### src/rtl/ex_div_if.sv
// Execute-stage divider bus: operand delivery from the decode/execute register,
// stall request back to pipeline control, and the result returned to the
// execute-stage result mux.
//
// Handshake: the execute stage raises start_i for a divide op; the divider
// accepts it only while idle and not flushed, and holds stallreq_o high from the
// acceptance cycle until the result cycle. ready_o (with wreg_o) is a single-cycle
// pulse that marks result_o/wd_o valid; stallreq_o is low in that same cycle so
// the pipeline advances exactly as the result is presented. flush_i aborts
// everything and suppresses the pulse.
interface ex_div_if #(
    parameter int DATA_W = 32
);
    logic              start_i;
    logic [1:0]        op_i;
    logic [DATA_W-1:0] dividend_i;
    logic [DATA_W-1:0] divisor_i;
    logic [4:0]        wd_i;
    logic              flush_i;
    logic              stallreq_o;
    logic              ready_o;
    logic [DATA_W-1:0] result_o;
    logic [4:0]        wd_o;
    logic              wreg_o;

    // Pipeline side: drives the operation, receives stall and result.
    modport master (
        output start_i, op_i, dividend_i, divisor_i, wd_i, flush_i,
        input  stallreq_o, ready_o, result_o, wd_o, wreg_o
    );

    // Divider side.
    modport slave (
        input  start_i, op_i, dividend_i, divisor_i, wd_i, flush_i,
        output stallreq_o, ready_o, result_o, wd_o, wreg_o
    );
endinterface

### src/rtl/ex_div.sv
// Iterative radix-2 restoring divider for RV32M DIV/DIVU/REM/REMU.
// Magnitudes are divided unsigned, one quotient bit per cycle MSB first, and the
// signs are reapplied when the result is registered. Divide-by-zero skips the
// iteration and returns its architectural result one cycle after acceptance.
module ex_div #(
    parameter int DATA_W = 32,
    parameter int CNT_W  = 6
) (
    input  logic       clk,
    input  logic       rst,
    ex_div_if.slave    bus,
    output logic [1:0] dbg_state_o
);

    localparam logic [1:0] S_IDLE = 2'd0;
    localparam logic [1:0] S_CALC = 2'd1;
    localparam logic [1:0] S_DONE = 2'd2;

    // Partial remainder (upper DATA_W+1 bits) concatenated with the dividend /
    // quotient being shifted in from the bottom.
    localparam int ACC_W = 2 * DATA_W + 1;

    logic [1:0]        state_q, state_d;
    logic [CNT_W-1:0]  cnt_q, cnt_d;
    logic [ACC_W-1:0]  acc_q, acc_d;
    logic [DATA_W-1:0] divisor_q, divisor_d;
    logic              is_rem_q, is_rem_d;
    logic [4:0]        wd_q, wd_d;
    logic              neg_quot_q, neg_quot_d;
    logic              neg_rem_q, neg_rem_d;
    logic              ready_q, ready_d;
    logic              wreg_q, wreg_d;
    logic [DATA_W-1:0] result_q, result_d;
    logic [4:0]        wd_out_q, wd_out_d;
    logic              stallreq_c;

    // Operand conditioning at acceptance: signed ops divide magnitudes.
    logic              is_signed;
    logic              dividend_neg;
    logic              divisor_neg;
    logic [DATA_W-1:0] abs_dividend;
    logic [DATA_W-1:0] abs_divisor;
    logic [DATA_W-1:0] zero_div_result;

    always_comb begin
        is_signed       = ~bus.op_i[0];
        dividend_neg    = is_signed & bus.dividend_i[DATA_W-1];
        divisor_neg     = is_signed & bus.divisor_i[DATA_W-1];
        abs_dividend    = dividend_neg ? -bus.dividend_i : bus.dividend_i;
        abs_divisor     = divisor_neg  ? -bus.divisor_i  : bus.divisor_i;
        zero_div_result = bus.op_i[1] ? bus.dividend_i : {DATA_W{1'b1}};
    end

    // One restoring shift-subtract step and the sign-fixed final result.
    logic [ACC_W-1:0]  shifted;
    logic [DATA_W:0]   upper;
    logic [DATA_W:0]   trial;
    logic              fits;
    logic [ACC_W-1:0]  step;
    logic [DATA_W-1:0] quot;
    logic [DATA_W-1:0] rem;
    logic [DATA_W-1:0] calc_result;

    always_comb begin
        shifted = {acc_q[ACC_W-2:0], 1'b0};
        upper   = shifted[ACC_W-1:DATA_W];
        trial   = upper - {1'b0, divisor_q};
        // The top accumulator bit is always clear after a step because the
        // remainder stays below the divisor; a set bit would mean "fits".
        fits    = acc_q[ACC_W-1] | (upper >= {1'b0, divisor_q});
        step    = fits ? {trial, shifted[DATA_W-1:1], 1'b1} : shifted;
        quot    = step[DATA_W-1:0];
        rem     = step[2*DATA_W-1:DATA_W];
        if (is_rem_q) begin
            calc_result = neg_rem_q ? -rem : rem;
        end else begin
            calc_result = neg_quot_q ? -quot : quot;
        end
    end

    // Next-state, operand latching, iteration and result registration.
    always_comb begin
        state_d    = state_q;
        cnt_d      = cnt_q;
        acc_d      = acc_q;
        divisor_d  = divisor_q;
        is_rem_d   = is_rem_q;
        wd_d       = wd_q;
        neg_quot_d = neg_quot_q;
        neg_rem_d  = neg_rem_q;
        ready_d    = 1'b0;
        wreg_d     = 1'b0;
        result_d   = result_q;
        wd_out_d   = wd_out_q;
        stallreq_c = 1'b0;

        case (state_q)
            S_IDLE: begin
                if (bus.start_i && !bus.flush_i) begin
                    stallreq_c = 1'b1;
                    is_rem_d   = bus.op_i[1];
                    wd_d       = bus.wd_i;
                    divisor_d  = abs_divisor;
                    neg_quot_d = dividend_neg ^ divisor_neg;
                    neg_rem_d  = dividend_neg;
                    cnt_d      = '0;
                    acc_d      = {{(DATA_W+1){1'b0}}, abs_dividend};
                    if (bus.divisor_i == '0) begin
                        state_d  = S_DONE;
                        ready_d  = 1'b1;
                        wreg_d   = 1'b1;
                        result_d = zero_div_result;
                        wd_out_d = bus.wd_i;
                    end else begin
                        state_d = S_CALC;
                    end
                end
            end
            S_CALC: begin
                if (bus.flush_i) begin
                    state_d = S_IDLE;
                end else begin
                    stallreq_c = 1'b1;
                    acc_d      = step;
                    cnt_d      = cnt_q + 1'b1;
                    if (cnt_q == CNT_W'(DATA_W - 1)) begin
                        state_d  = S_DONE;
                        ready_d  = 1'b1;
                        wreg_d   = 1'b1;
                        result_d = calc_result;
                        wd_out_d = wd_q;
                    end
                end
            end
            S_DONE: begin
                state_d = S_IDLE;
            end
            default: begin
                state_d = S_IDLE;
            end
        endcase
    end

    // State and output registers; synchronous reset clears everything.
    always_ff @(posedge clk) begin
        if (rst) begin
            state_q    <= S_IDLE;
            cnt_q      <= '0;
            acc_q      <= '0;
            divisor_q  <= '0;
            is_rem_q   <= 1'b0;
            wd_q       <= '0;
            neg_quot_q <= 1'b0;
            neg_rem_q  <= 1'b0;
            ready_q    <= 1'b0;
            wreg_q     <= 1'b0;
            result_q   <= '0;
            wd_out_q   <= '0;
        end else begin
            state_q    <= state_d;
            cnt_q      <= cnt_d;
            acc_q      <= acc_d;
            divisor_q  <= divisor_d;
            is_rem_q   <= is_rem_d;
            wd_q       <= wd_d;
            neg_quot_q <= neg_quot_d;
            neg_rem_q  <= neg_rem_d;
            ready_q    <= ready_d;
            wreg_q     <= wreg_d;
            result_q   <= result_d;
            wd_out_q   <= wd_out_d;
        end
    end

    assign bus.stallreq_o = stallreq_c;
    assign bus.ready_o    = ready_q;
    assign bus.wreg_o     = wreg_q;
    assign bus.result_o   = result_q;
    assign bus.wd_o       = wd_out_q;
    assign dbg_state_o    = state_q;

endmodule

### src/flat_wrapper.sv
// flat-port wrapper written by rule: the top's interface ports become plain ports
module ex_div_flat 
#(
    parameter int DATA_W = 32,
    parameter int CNT_W  = 6
)
  (clk, rst, dbg_state_o, bus_start_i, bus_op_i, bus_dividend_i, bus_divisor_i, bus_wd_i, bus_flush_i, bus_stallreq_o, bus_ready_o, bus_result_o, bus_wd_o, bus_wreg_o);
  ex_div_if #(.DATA_W(DATA_W)) bus_i ();
  input  logic clk;
  input  logic rst;
  output logic [1:0] dbg_state_o;
  input wire logic [$bits(bus_i.start_i)-1:0] bus_start_i;
  input wire logic [$bits(bus_i.op_i)-1:0] bus_op_i;
  input wire logic [$bits(bus_i.dividend_i)-1:0] bus_dividend_i;
  input wire logic [$bits(bus_i.divisor_i)-1:0] bus_divisor_i;
  input wire logic [$bits(bus_i.wd_i)-1:0] bus_wd_i;
  input wire logic [$bits(bus_i.flush_i)-1:0] bus_flush_i;
  output wire logic [$bits(bus_i.stallreq_o)-1:0] bus_stallreq_o;
  output wire logic [$bits(bus_i.ready_o)-1:0] bus_ready_o;
  output wire logic [$bits(bus_i.result_o)-1:0] bus_result_o;
  output wire logic [$bits(bus_i.wd_o)-1:0] bus_wd_o;
  output wire logic [$bits(bus_i.wreg_o)-1:0] bus_wreg_o;
  assign bus_i.start_i = bus_start_i;
  assign bus_i.op_i = bus_op_i;
  assign bus_i.dividend_i = bus_dividend_i;
  assign bus_i.divisor_i = bus_divisor_i;
  assign bus_i.wd_i = bus_wd_i;
  assign bus_i.flush_i = bus_flush_i;
  assign bus_stallreq_o = bus_i.stallreq_o;
  assign bus_ready_o = bus_i.ready_o;
  assign bus_result_o = bus_i.result_o;
  assign bus_wd_o = bus_i.wd_o;
  assign bus_wreg_o = bus_i.wreg_o;
  ex_div #(.DATA_W(DATA_W), .CNT_W(CNT_W)) u_core (.clk(clk), .rst(rst), .bus(bus_i), .dbg_state_o(dbg_state_o));
endmodule
### config.mk
export PLATFORM = sky130hd
export DESIGN_NAME = ex_div_flat
export DESIGN_NICKNAME = d
export VERILOG_FILES = /design/src/rtl/ex_div_if.sv /design/src/rtl/ex_div.sv /design/src/flat_wrapper.sv
export SDC_FILE = /design/constraint.sdc
export NUM_CORES = 1
export LEC_CHECK = 0
export BUFFER_PORTS_ARGS = -buffer_cell sky130_fd_sc_hd__buf_2
export CORE_MARGIN = 3
export CORE_UTILIZATION = 61
export DETAILED_ROUTE_END_ITERATION = 10
export HOLD_SLACK_MARGIN = 0.05
export PLACE_DENSITY_LB_ADDON = 0.15
export REMOVE_ABC_BUFFERS = 1
export SKIP_LAST_GASP = 1
export SLEW_MARGIN = 20
export SYNTH_ARGS = -nofsm -noshare
export SYNTH_HDL_FRONTEND = slang
export SYNTH_SLANG_ARGS = --single-unit
### constraint.sdc
create_clock -name clk -period 5.4 [get_ports clk]
set_clock_uncertainty 0.05 [all_clocks]
set_input_delay 0.54 -clock clk [delete_from_list [all_inputs] [get_ports clk]]
set_output_delay 0.54 -clock clk [all_outputs]
set_load 0.03 [all_outputs]
* After elaboration in Yosys (flattened, before gate mapping)
Cells that the tools add are included.
** Word-level totals
- Register bits after elaboration :: 151
- Logic and storage cells :: 75
- Output and inout bits :: 42
** Operators by class
- Reductions and logical operators :: 9
- Add/sub/neg operators :: 6
- Bitwise gates (word level) :: 5
- Multiplexer cells :: 36
- $lt $le $gt $ge :: 1
- Eq/ne operators :: 7
** Operators by type and width (count)
- $mux 32 :: 10
- $mux 65 :: 3
- $pmux 65 s2 :: 1
- $neg 32->32 :: 4
- $pmux 32 s2 :: 1
- $ge 33x32->1 :: 1
- $sub 33x32->33 :: 1
- $logic_not 32->1 :: 1
- $mux 5 :: 4
- $mux 6 :: 2
- $pmux 6 s2 :: 1
- $pmux 5 s2 :: 1
- $mux 2 :: 4
- $add 6x1->6 const B :: 1
- $eq 6x5->1 const B :: 1
- $mux 1 :: 6
- $ne 2x1->1 const B :: 3
- $reduce_and 5->1 :: 1
- $pmux 1 s2 :: 2
- $pmux 2 s2 :: 1
- $reduce_and 2->1 :: 2
- $ne 3x2->1 const B :: 1
- $reduce_and 3->1 :: 1
- $and 1x1->1 :: 2
- 9 further kinds :: 9

* Longest topological paths before layout
Gate-level depths: netlist of the first run.
- Depth after elaboration :: 9
- Depth in mapped cells :: 24
- Gate-level depth less buffers :: 19

* Worst setup path before layout of the first run
No wires, ideal clock.
- Kind :: register to register
- From :: register u_core.divisor_q[4]
- To :: register u_core.result_q[30], in the netlist u_core.bus.result_o[30]
- Stages on the path, launching flop included :: 22
- Data arrival time :: 4.583 ns
- Clock period less this slack :: 4.750 ns
- Setup slack :: 0.650 ns
- Path buffers :: 3
- Cells stage by stage :: dfxtp_1 -> inv_1 -> ha_1 -> and2_4 -> a221oi_4 -> a2111o_1 -> a31oi_1 -> or3_1 -> buf_4 -> inv_2 -> clkbuf_1 -> clkbuf_1 -> ha_1 -> nand2_1 -> or3_1 -> or3_1 -> inv_1 -> nand4_1 -> o41ai_1 -> xor2_1 -> a21oi_1 -> a22o_1
** On the way
- Word-level cells in the longest chain between the ends :: 9
- Elaborated cells between the ends (all ways) :: 12
- Those cells by class :: add/sub: 3; order compare: 1; mux: 7; bitwise: 1
** RTL lines
- start: declaration :: RTL line ex_div.sv:26 : logic [DATA_W-1:0] divisor_q, divisor_d;
- start signal: assignment :: RTL line ex_div.sv:163 : divisor_q <= divisor_d;
- $ge 33x32->1 :: RTL line ex_div.sv:70 : fits = acc_q[ACC_W-1] | (upper >= {1'b0, divisor_q});
- $or 1x1->1 :: RTL line ex_div.sv:70
- $mux 65 (*) :: RTL line ex_div.sv:71 : step = fits ? {trial, shifted[DATA_W-1:1], 1'b1} : shifted;
- $neg 32->32 (on tied branches) :: RTL line ex_div.sv:77, ex_div.sv:75
- $mux 32 (on tied branches) :: RTL line ex_div.sv:77, ex_div.sv:75
- $mux 32 (*) :: RTL line ex_div.sv:74 : if (is_rem_q) begin
- $mux 32 (*) :: RTL line ex_div.sv:126 : if (cnt_q == CNT_W'(DATA_W - 1)) begin
- $mux 32 (*) :: RTL line ex_div.sv:120 : if (bus.flush_i) begin
- $pmux 32 s2 (*) :: RTL line ex_div.sv:97 : case (state_q)
- end signal: assignment :: RTL line ex_div.sv:170 : result_q <= result_d;
- end: declaration :: RTL line ex_div.sv:33 : logic [DATA_W-1:0] result_q, result_d;
Mark *: on every way between the ends. The rest lies on a longest branch, timed or not. The select of a mux whose other input is x is not followed.
A chain may end at the register's enable or synchronous reset.

* Final worst setup path of the first run
- From :: register u_core.divisor_q[6]
- To :: register u_core.result_q[30], in the netlist u_core.bus.result_o[30]
Same word-level chain as after synthesis.

==> flow_metrics.env, run 1 <==
export IMPL_report_final_setup_viol=0
export IMPL_critical_path_reg2reg_endpoint="u_core.bus.result_o[30]$_SDFFE_PP0P_"
export IMPL_placement_io_buffers=116
export IMPL_worstHoldPathType="in -> reg"
export IMPL_die_y_um=143
export IMPL_core_area_um2=18100
export IMPL_worst_skew_pair_late_latency_ns=0.44
export IMPL_cts_hold_repair_buffers=0
export IMPL_critical_path_slowest_cell="sky130_fd_sc_hd__or3_2"
export IMPL_critical_path_cell_chain="inv_1 -> ha_1 -> a21oi_1 -> o21ai_0 -> a21oi_1 -> a31oi_1 -> or3_2 -> mux2i_1 -> ha_1 -> inv_1 -> a2111oi_1 -> nand4_1 -> o41ai_2 -> xor2_1 -> nand2_1 -> a22o_1"
export IMPL_wp_data_required_ns=5.69
export IMPL_yosys_most_used_dff="sky130_fd_sc_hd__dfxtp_1"
export IMPL_final_common_cell="sky130_fd_sc_hd__nor2_1"
export IMPL_cts_root_buffer_cell="sky130_fd_sc_hd__clkbuf_16"
export IMPL_grt_first_pass_wirelength_um=54100
export IMPL_numCtsBuffers=17
export IMPL_outcome="finished, final reports clean"
export IMPL_drtPass1Iterations=7
export IMPL_detail_route_iter0_violations=1139
export IMPL_combined_global_route_utilization_of_all_metal_layers=0.325
export IMPL_layout_area_overhead_vs_synth_pct=10.7
export IMPL_crit_end="u_core.bus.result_o[30]$_SDFFE_PP0P_"
export IMPL_cp_end_kind="flip-flop"
export IMPL_timing_final_crit_period_ns=4.95
export IMPL_final_nets=1722
export IMPL_initial_core_util=0.628
export IMPL_layout_drive_gt1_share=0.127
export IMPL_avgSynthCellArea_um2=7.33
export IMPL_sequential_share_of_the_synthesized_area=0.265
export IMPL_globalplace_congestion=0.997
export IMPL_finalCoreUtilization=0.696
export IMPL_route_detailed_wl_per_inst_um=18.4
export IMPL_slew_of_the_pin_with_the_lowest_slew_margin_ns=1.05
export IMPL_grt_antenna_before_repair=0
export IMPL_boundaryPins=117
export IMPL_critical_path_class="reg -> reg"
export IMPL_rsz0062_at_grt="false"
export IMPL_path_buf_inv=2
export IMPL_cts_num_sinks=151
export IMPL_grt_max_degree=84
export IMPL_drt_antenna_violating_nets=0
export IMPL_final_area_um2=12600
export IMPL_fp_dieW_um=143
export IMPL_worst_r2r_path_depth=16
export IMPL_via_count_of_the_first_global_routing_pass=10900
export IMPL_synth_async_reset_ratio=0
export IMPL_synth_seq_cells=151
export IMPL_drcViolationCount=0
export IMPL_post_dp_cell_area_um2=12000
export IMPL_die_outline_area_um2=20400
export IMPL_setup_worst_path_start="u_core.divisor_q[6]$_SDFFE_PP0P_"
export IMPL_clkSlewWorstSetupHoldPaths_ns=0.07
export IMPL_fp_row_count=49
export IMPL_drv_max_cap_violation_count=0
export IMPL_finalSetupTns_ns=0
export IMPL_power_total_uw=3320
export IMPL_synth_enable_flop_cells=0
export IMPL_timing_max_slew_rel_slack=0.301
export IMPL_wl_um=34100
export IMPL_reg2reg_launch_point="u_core.divisor_q[6]$_SDFFE_PP0P_"
export IMPL_clk_path_buf_depth=2
export IMPL_cp_depth=16
export IMPL_critical_path_top_delay_family="compound AO/OA/AOI/OAI gates"
export IMPL_leakagePower_uw=0.00506
export IMPL_dp_worst_setup_slack_ns=0.443
export IMPL_hpwl_after_dpl_um=24500
export IMPL_timing_critical_path_from_type="flip-flop"
export IMPL_mappedNetlistArea_um2=11400
export IMPL_synth_warnings=0
export IMPL_cts_htree_levels=4
export IMPL_count_of_pins_over_their_slew_limit=0
export IMPL_worst_slack_ns=0.448
export IMPL_power_per_cell_area_nw_per_um2=263
export IMPL_antenna_cells=0
export IMPL_r2r_setup_slack_ns=0.45
export IMPL_post_drt_via_cell_ratio=6.49
export IMPL_synthesis_instances=1556
export IMPL_tritoncts="done"
export IMPL_hold_viol=0
export IMPL_fmax_mhz=202
export IMPL_layout_common_cells="202 x sky130_fd_sc_hd__nor2_1, 153 x sky130_fd_sc_hd__nand2_1, 151 x sky130_fd_sc_hd__dfxtp_1"
export IMPL_worst_ir_drop_on_vdd_uv=254
export IMPL_cpPeakStageDelay_ns=0.65
export IMPL_timing_final_crit_share=0.917
export IMPL_detailroute_via_count=12000
export IMPL_post_synth_num_cell_types=81
export IMPL_cp_arrival_ns=5.24
export IMPL_globalRoute_totalOverflow=0
export IMPL_worstPathMaxFanout=14
## worst reg2reg max path, stage by stage, from the launching register on
cell and delay (ns):
sky130_fd_sc_hd__dfxtp_1 0.33, sky130_fd_sc_hd__inv_1 0.05, sky130_fd_sc_hd__ha_1 0.38, sky130_fd_sc_hd__a21oi_1 0.27, sky130_fd_sc_hd__o21ai_0 0.24, sky130_fd_sc_hd__a21oi_1 0.33, sky130_fd_sc_hd__a31oi_1 0.20, sky130_fd_sc_hd__or3_2 0.65
sky130_fd_sc_hd__mux2i_1 0.31, sky130_fd_sc_hd__ha_1 0.28, sky130_fd_sc_hd__inv_1 0.13, sky130_fd_sc_hd__a2111oi_1 0.56, sky130_fd_sc_hd__nand4_1 0.31, sky130_fd_sc_hd__o41ai_2 0.30, sky130_fd_sc_hd__xor2_1 0.18, sky130_fd_sc_hd__nand2_1 0.07
sky130_fd_sc_hd__a22o_1 0.20
## registers in the layout (all words and copies together) (netlist names)
register	count
u_core.neg_rem_q	1
u_core.dbg_state_o	2
u_core.acc_q	65
u_core.is_rem_q	1
u_core.cnt_q	6
u_core.bus.result_o	32
u_core.bus.ready_o	1
u_core.neg_quot_q	1
u_core.divisor_q	32
u_core.wd_q	5
u_core.bus.wd_o	5
## cell usage after synthesis (all sizes together) (15+ instances only)
cell type  instances  area share
or3               21       0.012
o211ai            18       0.013
o21ai            112       0.049
nand3             17      0.0075
xor2              83       0.064
a21oi            146       0.064
a22oi             34       0.022
mux2i             15       0.013
ha                37       0.041
buf               19       0.010
o31ai             15      0.0099
dfxtp            151        0.27
nor2b             17      0.0093
nand2            153       0.050
a21o              20       0.013
xnor2             50       0.038
a311oi            16       0.012
clkbuf            83       0.027
inv               58       0.019
nor4              17      0.0099
nor3              33       0.014
nor2             204       0.067
a211oi            53       0.035
nand4             19       0.010
## cells by family (layout without fill, tap and decap cells)
logic type | after synthesis | after routing | synth area share
muxes | 22 | 22 | 0.0201
and+or+nand+nor | 542 | 542 | 0.220
xor gates and xnor gates | 133 | 133 | 0.102
adders and majority gates | 38 | 38 | 0.0423
buffers and inverters | 160 | 226 | 0.0564
DFF | 151 | 151 | 0.265
AOI/OAI and AO/OA | 510 | 510 | 0.294
## timing repair
action,CTS,global route
gates resized for setup,0,1
setup buffers,0,0
setup endpoints to repair,0,4
## layer usage
layer  wire length (um)  track usage
met3               2710       0.0656
met5                  0            0
met2              16100        0.541
met4                922        0.110
met1              14400        0.421
## report_power, final
| group | leakage, uW | switching [uW] | total (uW) | internal [uW] |
|---|---|---|---|---|
| Sequential | 0.00123 | 47.1 | 1210 | 1160 |
| Clock | 0.000278 | 593 | 1210 | 619 |
| Combinational | 0.00355 | 579 | 898 | 319 |
## per-stage QoR
step / hold slack, ns / instances
after floorplan: 0.376 / 1454
after global placement: 0.380 / 1819
after detailed placement: 0.384 / 1819
after CTS: 0.280 / 1851
after global routing: 0.303 / 1851
final: 0.288 / 1851
## worst min path at each step
| stage | start | endpoint | slack (ns) | depth (start not counted) |
|---|---|---|---|---|
| after floorplan | u_core.divisor_q[22]$_SDFFE_PP0P_ | u_core.divisor_q[22]$_SDFFE_PP0P_ | 0.38 | 2 |
| after global placement | u_core.bus.result_o[17]$_SDFFE_PP0P_ | u_core.bus.result_o[17]$_SDFFE_PP0P_ | 0.38 | 1 |
| after detailed placement | u_core.bus.result_o[19]$_SDFFE_PP0P_ | u_core.bus.result_o[19]$_SDFFE_PP0P_ | 0.38 | 1 |
| after CTS | bus_wd_i[3] | u_core.wd_q[3]$_SDFFE_PP0P_ | 0.28 | 3 |
| after global routing | bus_wd_i[2] | u_core.wd_q[2]$_SDFFE_PP0P_ | 0.30 | 3 |
| final | bus_wd_i[3] | u_core.wd_q[3]$_SDFFE_PP0P_ | 0.29 | 3 |
## cell type report
class | count | area [um2]
repair buffers | 136 | 746
flip-flops and latches | 151 | 3020
clock buffers | 17 | 425
fillers | 1579 | 5520
inverters | 58 | 218
clock inverters | 15 | 158
multi-input cells | 1245 | 7770
well taps | 229 | 287
No activity file was read; power rests on OpenSTA's default activity.
==> run 2: changes to the inputs <==
--- a/config.mk
+++ b/config.mk
@@ -6,12 +6,15 @@
 export NUM_CORES = 1
 export LEC_CHECK = 0
 export BUFFER_PORTS_ARGS = -buffer_cell sky130_fd_sc_hd__buf_2
+export CELL_PAD_IN_SITES_DETAIL_PLACEMENT = 1
+export CELL_PAD_IN_SITES_GLOBAL_PLACEMENT = 1
 export CORE_MARGIN = 3
-export CORE_UTILIZATION = 61
+export CORE_UTILIZATION = 44
 export DETAILED_ROUTE_END_ITERATION = 10
 export HOLD_SLACK_MARGIN = 0.05
 export PLACE_DENSITY_LB_ADDON = 0.15
 export REMOVE_ABC_BUFFERS = 1
+export SETUP_SLACK_MARGIN = 0.05
 export SKIP_LAST_GASP = 1
 export SLEW_MARGIN = 20
 export SYNTH_ARGS = -nofsm -noshare
==> flow_metrics.env, run 2 (synthesis results as in run 1) <==
export IMPL_number_of_flip_flops_under_the_largest_register_name=65
export IMPL_critical_path_cell_chain="inv_1 -> ha_1 -> and2_4 -> a221oi_4 -> a2111o_1 -> a31oi_1 -> or3_4 -> mux2i_1 -> ha_1 -> inv_1 -> a2111oi_1 -> buf_4 -> nand4_1 -> o21ai_0 -> xor2_1 -> a221oi_1 -> a21o_1"
export IMPL_die_y_um=167
export IMPL_outcome="finished, final reports clean"
export IMPL_drtPass1Iterations=5
export IMPL_clk_path_buf_depth=2
export IMPL_cp_arrival_ns=5.29
export IMPL_drcViolationCount=0
export IMPL_worstHoldPathType="in -> reg"
export IMPL_timing_final_crit_share=0.928
export IMPL_fmax_mhz=200
export IMPL_cts_htree_levels=4
export IMPL_filler_cell_count=3254
export IMPL_power_total_uw=3390
export IMPL_hold_worst_slack_ns=0.288
export IMPL_timing_final_crit_period_ns=5.01
export IMPL_layout_area_overhead_vs_synth_pct=12.3
export IMPL_cpPeakStageDelay_ns=0.53
export IMPL_critical_path_top_delay_family="compound AO/OA/AOI/OAI gates"
export IMPL_count_of_pins_over_their_slew_limit=0
export IMPL_hpwl_after_dpl_um=28800
export IMPL_via_count_of_the_first_global_routing_pass=12100
export IMPL_numCtsBuffers=17
export IMPL_finalSetupTns_ns=0
export IMPL_clkSlewWorstSetupHoldPaths_ns=0.08
export IMPL_post_dp_cell_area_um2=12200
export IMPL_grt_max_degree=107
export IMPL_final_area_um2=12800
export IMPL_drv_max_cap_violation_count=0
export IMPL_hold_viol=0
export IMPL_final_common_cell="sky130_fd_sc_hd__nor2_1"
export IMPL_worst_ir_drop_on_vdd_uv=223
export IMPL_path_buf_inv=3
export IMPL_wl_um=39400
export IMPL_timing_critical_path_from_type="flip-flop"
export IMPL_grt_first_pass_wirelength_um=63900
export IMPL_grt_antenna_before_repair=0
export IMPL_antenna_cells=0
export IMPL_drt_antenna_violating_nets=0
export IMPL_route_detailed_wl_per_inst_um=20.1
export IMPL_core_area_um2=25300
export IMPL_post_drt_via_cell_ratio=6.12
export IMPL_final_nets=1725
export IMPL_layout_common_cells="202 x sky130_fd_sc_hd__nor2_1, 153 x sky130_fd_sc_hd__nand2_1, 150 x sky130_fd_sc_hd__dfxtp_1"
export IMPL_cts_root_buffer_cell="sky130_fd_sc_hd__clkbuf_16"
export IMPL_slew_of_the_pin_with_the_lowest_slew_margin_ns=1.10
export IMPL_critical_path_class="reg -> reg"
export IMPL_layout_drive_gt1_share=0.130
export IMPL_report_final_setup_viol=0
export IMPL_tritoncts="done"
export IMPL_power_per_cell_area_nw_per_um2=264
export IMPL_globalRoute_totalOverflow=0
export IMPL_worst_skew_pair_late_latency_ns=0.44
export IMPL_area_of_combinational_cells_with_multiple_inputs_um2=7780
export IMPL_timing_max_slew_rel_slack=0.267
export IMPL_worstPathMaxFanout=13
export IMPL_fp_dieW_um=167
export IMPL_placement_io_buffers=116
export IMPL_fp_row_count=58
export IMPL_placed_cells_incl_taps=1921
export IMPL_cts_num_sinks=151
export IMPL_leakagePower_uw=0.00510
export IMPL_critical_path_slowest_cell="sky130_fd_sc_hd__or3_4"
export IMPL_top_register="u_core.acc_q"
export IMPL_initial_core_util=0.450
export IMPL_detail_route_iter0_violations=776
export IMPL_cts_hold_repair_buffers=0
export IMPL_combined_global_route_utilization_of_all_metal_layers=0.277
export IMPL_cp_end_kind="flip-flop"
export IMPL_globalplace_congestion=0.902
export IMPL_wp_data_required_ns=5.68
export IMPL_boundaryPins=117
export IMPL_rsz0062_at_grt="false"
export IMPL_sequential_cell_area_um2=3020
export IMPL_detailroute_via_count=12000
export IMPL_final_instance_count_excl_fill=1955
export IMPL_die_outline_area_um2=27900
-- run 2: where the power goes --
part           switching [uW]  internal, uW  leakage (uW)
Sequential               49.8          1160       0.00123
Clock                     615           628      0.000294
Combinational             608           328       0.00357
-- run 2: repair_timing --
action / 4_1_cts / 5_1_grt
setup buffers: 0 / 2
resized for setup: 0 / 5
endpoints found under the setup margin: 0 / 6
-- run 2: metal layers --
layer	GRT usage	routed length, um	part of all wire
met1	0.364	17800	0.45
met2	0.480	19300	0.49
met3	0.0363	1570	0.040
met4	0.0725	777	0.020
met5	0	0	0
-- run 2: cell type report --
class                   count  share of cell area
clock inverters            15              0.0134
well taps                 330              0.0322
multi-input cells        1245               0.607
clock buffers              17              0.0332
flip-flops and latches    151               0.236
inverters                  58              0.0170
repair buffers            139              0.0609
-- run 2: final timing paths --
check	startpoint	endpoint	slack, ns	depth (start not counted)
max	u_core.divisor_q[4]$_SDFFE_PP0P_	u_core.bus.result_o[24]$_SDFFE_PP0P_	0.39	17
min	bus_wd_i[2]	u_core.wd_q[2]$_SDFFE_PP0P_	0.29	3
max reg2reg	u_core.divisor_q[4]$_SDFFE_PP0P_	u_core.bus.result_o[24]$_SDFFE_PP0P_	0.39	17
min reg2reg	u_core.bus.result_o[11]$_SDFFE_PP0P_	u_core.bus.result_o[11]$_SDFFE_PP0P_	0.40	2
-- run 2: metrics by stage --
step,setup slack [ns],utilization
after global placement,0.480,0.481
after global routing,0.0641,0.506
final,0.389,0.506
after floorplan,-10.15,-
after CTS,0.268,0.505
after detailed placement,0.308,0.481
-- run 2: worst min-delay path: stages --
cell	delay, ns
sky130_fd_sc_hd__buf_2	0.11
sky130_fd_sc_hd__nand2_1	0.05
sky130_fd_sc_hd__a21oi_1	0.05
==> run 3: changes to the inputs <==
==> constraint.sdc (replaced) <==
create_clock -name clk -period 5.55 [get_ports clk]
set_clock_uncertainty 0.05 [all_clocks]
set_input_delay 0.555 -clock clk [delete_from_list [all_inputs] [get_ports clk]]
set_output_delay 0.555 -clock clk [all_outputs]
set_load 0.03 [all_outputs]
==> flow_metrics.env, run 3 (synthesis results as in run 1) <==
export IMPL_hold_worst_slack_ns=0.310
export IMPL_worstPathMaxFanout=22
export IMPL_seqPwrFrac=0.357
export IMPL_pwr_share_clk=0.368
export IMPL_power_per_cell_area_nw_per_um2=258
export IMPL_die_y_um=167
export IMPL_route_detailed_wl_per_inst_um=20.5
export IMPL_hold_path_cell_count=3
export IMPL_rsz0062_at_grt="false"
export IMPL_critical_path_cell_chain="inv_1 -> ha_1 -> and2_4 -> a221oi_4 -> a2111o_1 -> a31oi_1 -> or3_4 -> inv_2 -> ha_1 -> nand2_1 -> or3_1 -> or3_1 -> inv_1 -> nand3_1 -> o31ai_1 -> xor2_1 -> a221oi_1 -> a21o_1"
export IMPL_p_switching_uw=1240
export IMPL_detail_route_iter0_violations=910
export IMPL_worst_r2r_path_depth=18
export IMPL_worst_hold_path_endpoint="u_core.wd_q[0]$_SDFFE_PP0P_"
export IMPL_hpwl_after_dpl_um=29200
export IMPL_critical_path_reg2reg_endpoint="u_core.bus.result_o[24]$_SDFFE_PP0P_"
export IMPL_cp_end_kind="flip-flop"
export IMPL_numCtsBuffers=17
export IMPL_drcViolationCount=0
export IMPL_report_final_setup_viol=0
export IMPL_internal_power_uw=2050
export IMPL_cts_htree_levels=4
export IMPL_tritoncts="done"
export IMPL_boundaryPins=117
export IMPL_reg2reg_launch_point="u_core.divisor_q[4]$_SDFFE_PP0P_"
export IMPL_grt_antenna_before_repair=0
export IMPL_power_switching_share=0.378
export IMPL_slew_of_the_pin_with_the_lowest_slew_margin_ns=1.01
export IMPL_placement_io_buffers=116
export IMPL_drtPass1Iterations=5
export IMPL_antenna_cells=0
export IMPL_fmax_mhz=200
export IMPL_r2r_setup_slack_ns=0.54
export IMPL_timing_final_crit_share=0.902
export IMPL_grt_first_pass_wirelength_um=64300
export IMPL_drt_antenna_violating_nets=0
export IMPL_via_count_of_the_first_global_routing_pass=12000
export IMPL_final_nets=1722
export IMPL_final_instance_count_excl_fill=1952
export IMPL_cts_root_buffer_cell="sky130_fd_sc_hd__clkbuf_16"
export IMPL_worstHoldPathType="in -> reg"
export IMPL_initial_core_util=0.450
export IMPL_final_common_cell="sky130_fd_sc_hd__nor2_1"
export IMPL_cpPeakStageDelay_ns=0.51
export IMPL_layout_common_cells="202 x sky130_fd_sc_hd__nor2_1, 153 x sky130_fd_sc_hd__nand2_1, 149 x sky130_fd_sc_hd__dfxtp_1"
export IMPL_combined_global_route_utilization_of_all_metal_layers=0.279
export IMPL_globalRoute_totalOverflow=0
export IMPL_count_of_pins_over_their_slew_limit=0
export IMPL_layout_area_overhead_vs_synth_pct=12.0
export IMPL_fp_row_count=58
export IMPL_filler_cell_count=3237
export IMPL_timing_critical_path_from_type="flip-flop"
export IMPL_path_buf_inv=3
export IMPL_critical_path_top_delay_family="simple AND/OR/NAND/NOR gates"
export IMPL_timing_max_slew_rel_slack=0.329
export IMPL_clk_path_buf_depth=2
export IMPL_fp_dieW_um=167
export IMPL_die_outline_area_um2=27900
export IMPL_outcome="finished, final reports clean"
export IMPL_cp_arrival_ns=5.29
export IMPL_worst_ir_drop_on_vdd_uv=192
export IMPL_worst_skew_pair_late_latency_ns=0.45
export IMPL_placed_cells_incl_taps=1920
export IMPL_critical_path_class="reg -> reg"
export IMPL_worstHoldStart="bus_wd_i[0]"
export IMPL_clkSlewWorstSetupHoldPaths_ns=0.08
export IMPL_drv_max_cap_violation_count=0
export IMPL_post_drt_via_cell_ratio=6.18
export IMPL_cp_depth=18
export IMPL_cts_num_sinks=151
export IMPL_wp_data_required_ns=5.84
export IMPL_pwr_share_comb=0.275
export IMPL_leakagePower_uw=0.00507
export IMPL_layout_drive_gt1_share=0.129
export IMPL_power_total_uw=3290
export IMPL_hold_viol=0
export IMPL_globalplace_congestion=0.929
export IMPL_detailroute_via_count=12100
export IMPL_grt_max_degree=86
export IMPL_wl_um=40000
export IMPL_core_area_um2=25300
export IMPL_critical_path_slowest_cell="sky130_fd_sc_hd__or3_4"
export IMPL_number_of_flip_flops_under_the_largest_register_name=65
export IMPL_cts_hold_repair_buffers=0
export IMPL_top_register="u_core.acc_q"
export IMPL_timing_final_crit_period_ns=5.01
-- run 3: routing by layer --
metal / vias to the layer above / wire length [um] / GRT usage
met2: 276 / 19600 / 0.487
met3: 57 / 1600 / 0.0399
met5: - / 0 / 0
met1: 5977 / 18100 / 0.366
li1: 5745 / - / -
met4: 0 / 705 / 0.0660
-- run 3: tightest hold or removal path: cells and delay by family --
family	cells	cell delay, ns
compound gates	1	0.05
simple gates	1	0.05
buf+inv	1	0.10
-- run 3: worst max path at each step --
stage	from	end	slack, ns
2_1_floorplan	bus_flush_i	u_core.bus.result_o[28]$_SDFFE_PP0P_	-10.02
3_3_place_gp	u_core.divisor_q[6]$_SDFFE_PP0P_	u_core.bus.result_o[30]$_SDFFE_PP0P_	0.53
3_5_place_dp	u_core.divisor_q[6]$_SDFFE_PP0P_	u_core.bus.result_o[30]$_SDFFE_PP0P_	0.30
4_1_cts	u_core.divisor_q[6]$_SDFFE_PP0P_	u_core.bus.result_o[24]$_SDFFE_PP0P_	0.26
5_1_grt	u_core.divisor_q[4]$_SDFFE_PP0P_	u_core.bus.result_o[31]$_SDFFE_PP0P_	0.17
6_report	u_core.divisor_q[4]$_SDFFE_PP0P_	u_core.bus.result_o[24]$_SDFFE_PP0P_	0.54
-- run 3: area by class of cell --
| type | count | area (um2) | share of cell area |
|---|---|---|---|
| Multi-Input combinational cell | 1245 | 7780 | 0.609 |
| Sequential cell | 151 | 3030 | 0.237 |
| Timing Repair Buffer | 136 | 746 | 0.0584 |
| Clock buffer | 17 | 425 | 0.0333 |
| Tap cell | 330 | 413 | 0.0323 |
| Inverter | 58 | 218 | 0.0170 |
| Clock inverter | 15 | 169 | 0.0132 |
-- run 3: per-stage QoR --
| stage | worst slack, ns | util | cell area (um2) | TNS (ns) |
|---|---|---|---|---|
| finish | 0.543 | 0.504 | 12800 | 0 |
| global route | 0.173 | 0.504 | 12800 | 0 |
| CTS | 0.258 | 0.504 | 12800 | 0 |
| detailed placement | 0.297 | 0.480 | 12200 | 0 |
| global placement | 0.534 | 0.480 | 12200 | 0 |
| floorplan | -10.02 | - | 11000 | -1015.82 |
-- run 3: timing repair --
item / 4_1_cts / 5_1_grt
gates resized for setup: 0 / 4
endpoints found under the setup margin: 0 / 10
setup buffers: 0 / 0
-- run 3: power groups by stage --
stage               Combinational [uW]  Sequential [uW]  Clock, uW
floorplan                          586             1210          0
global placement                   865             1200          0
finish                             906             1180       1210
detailed placement                 884             1200          0
CTS                                891             1180       1230
global route                       995             1180       1280
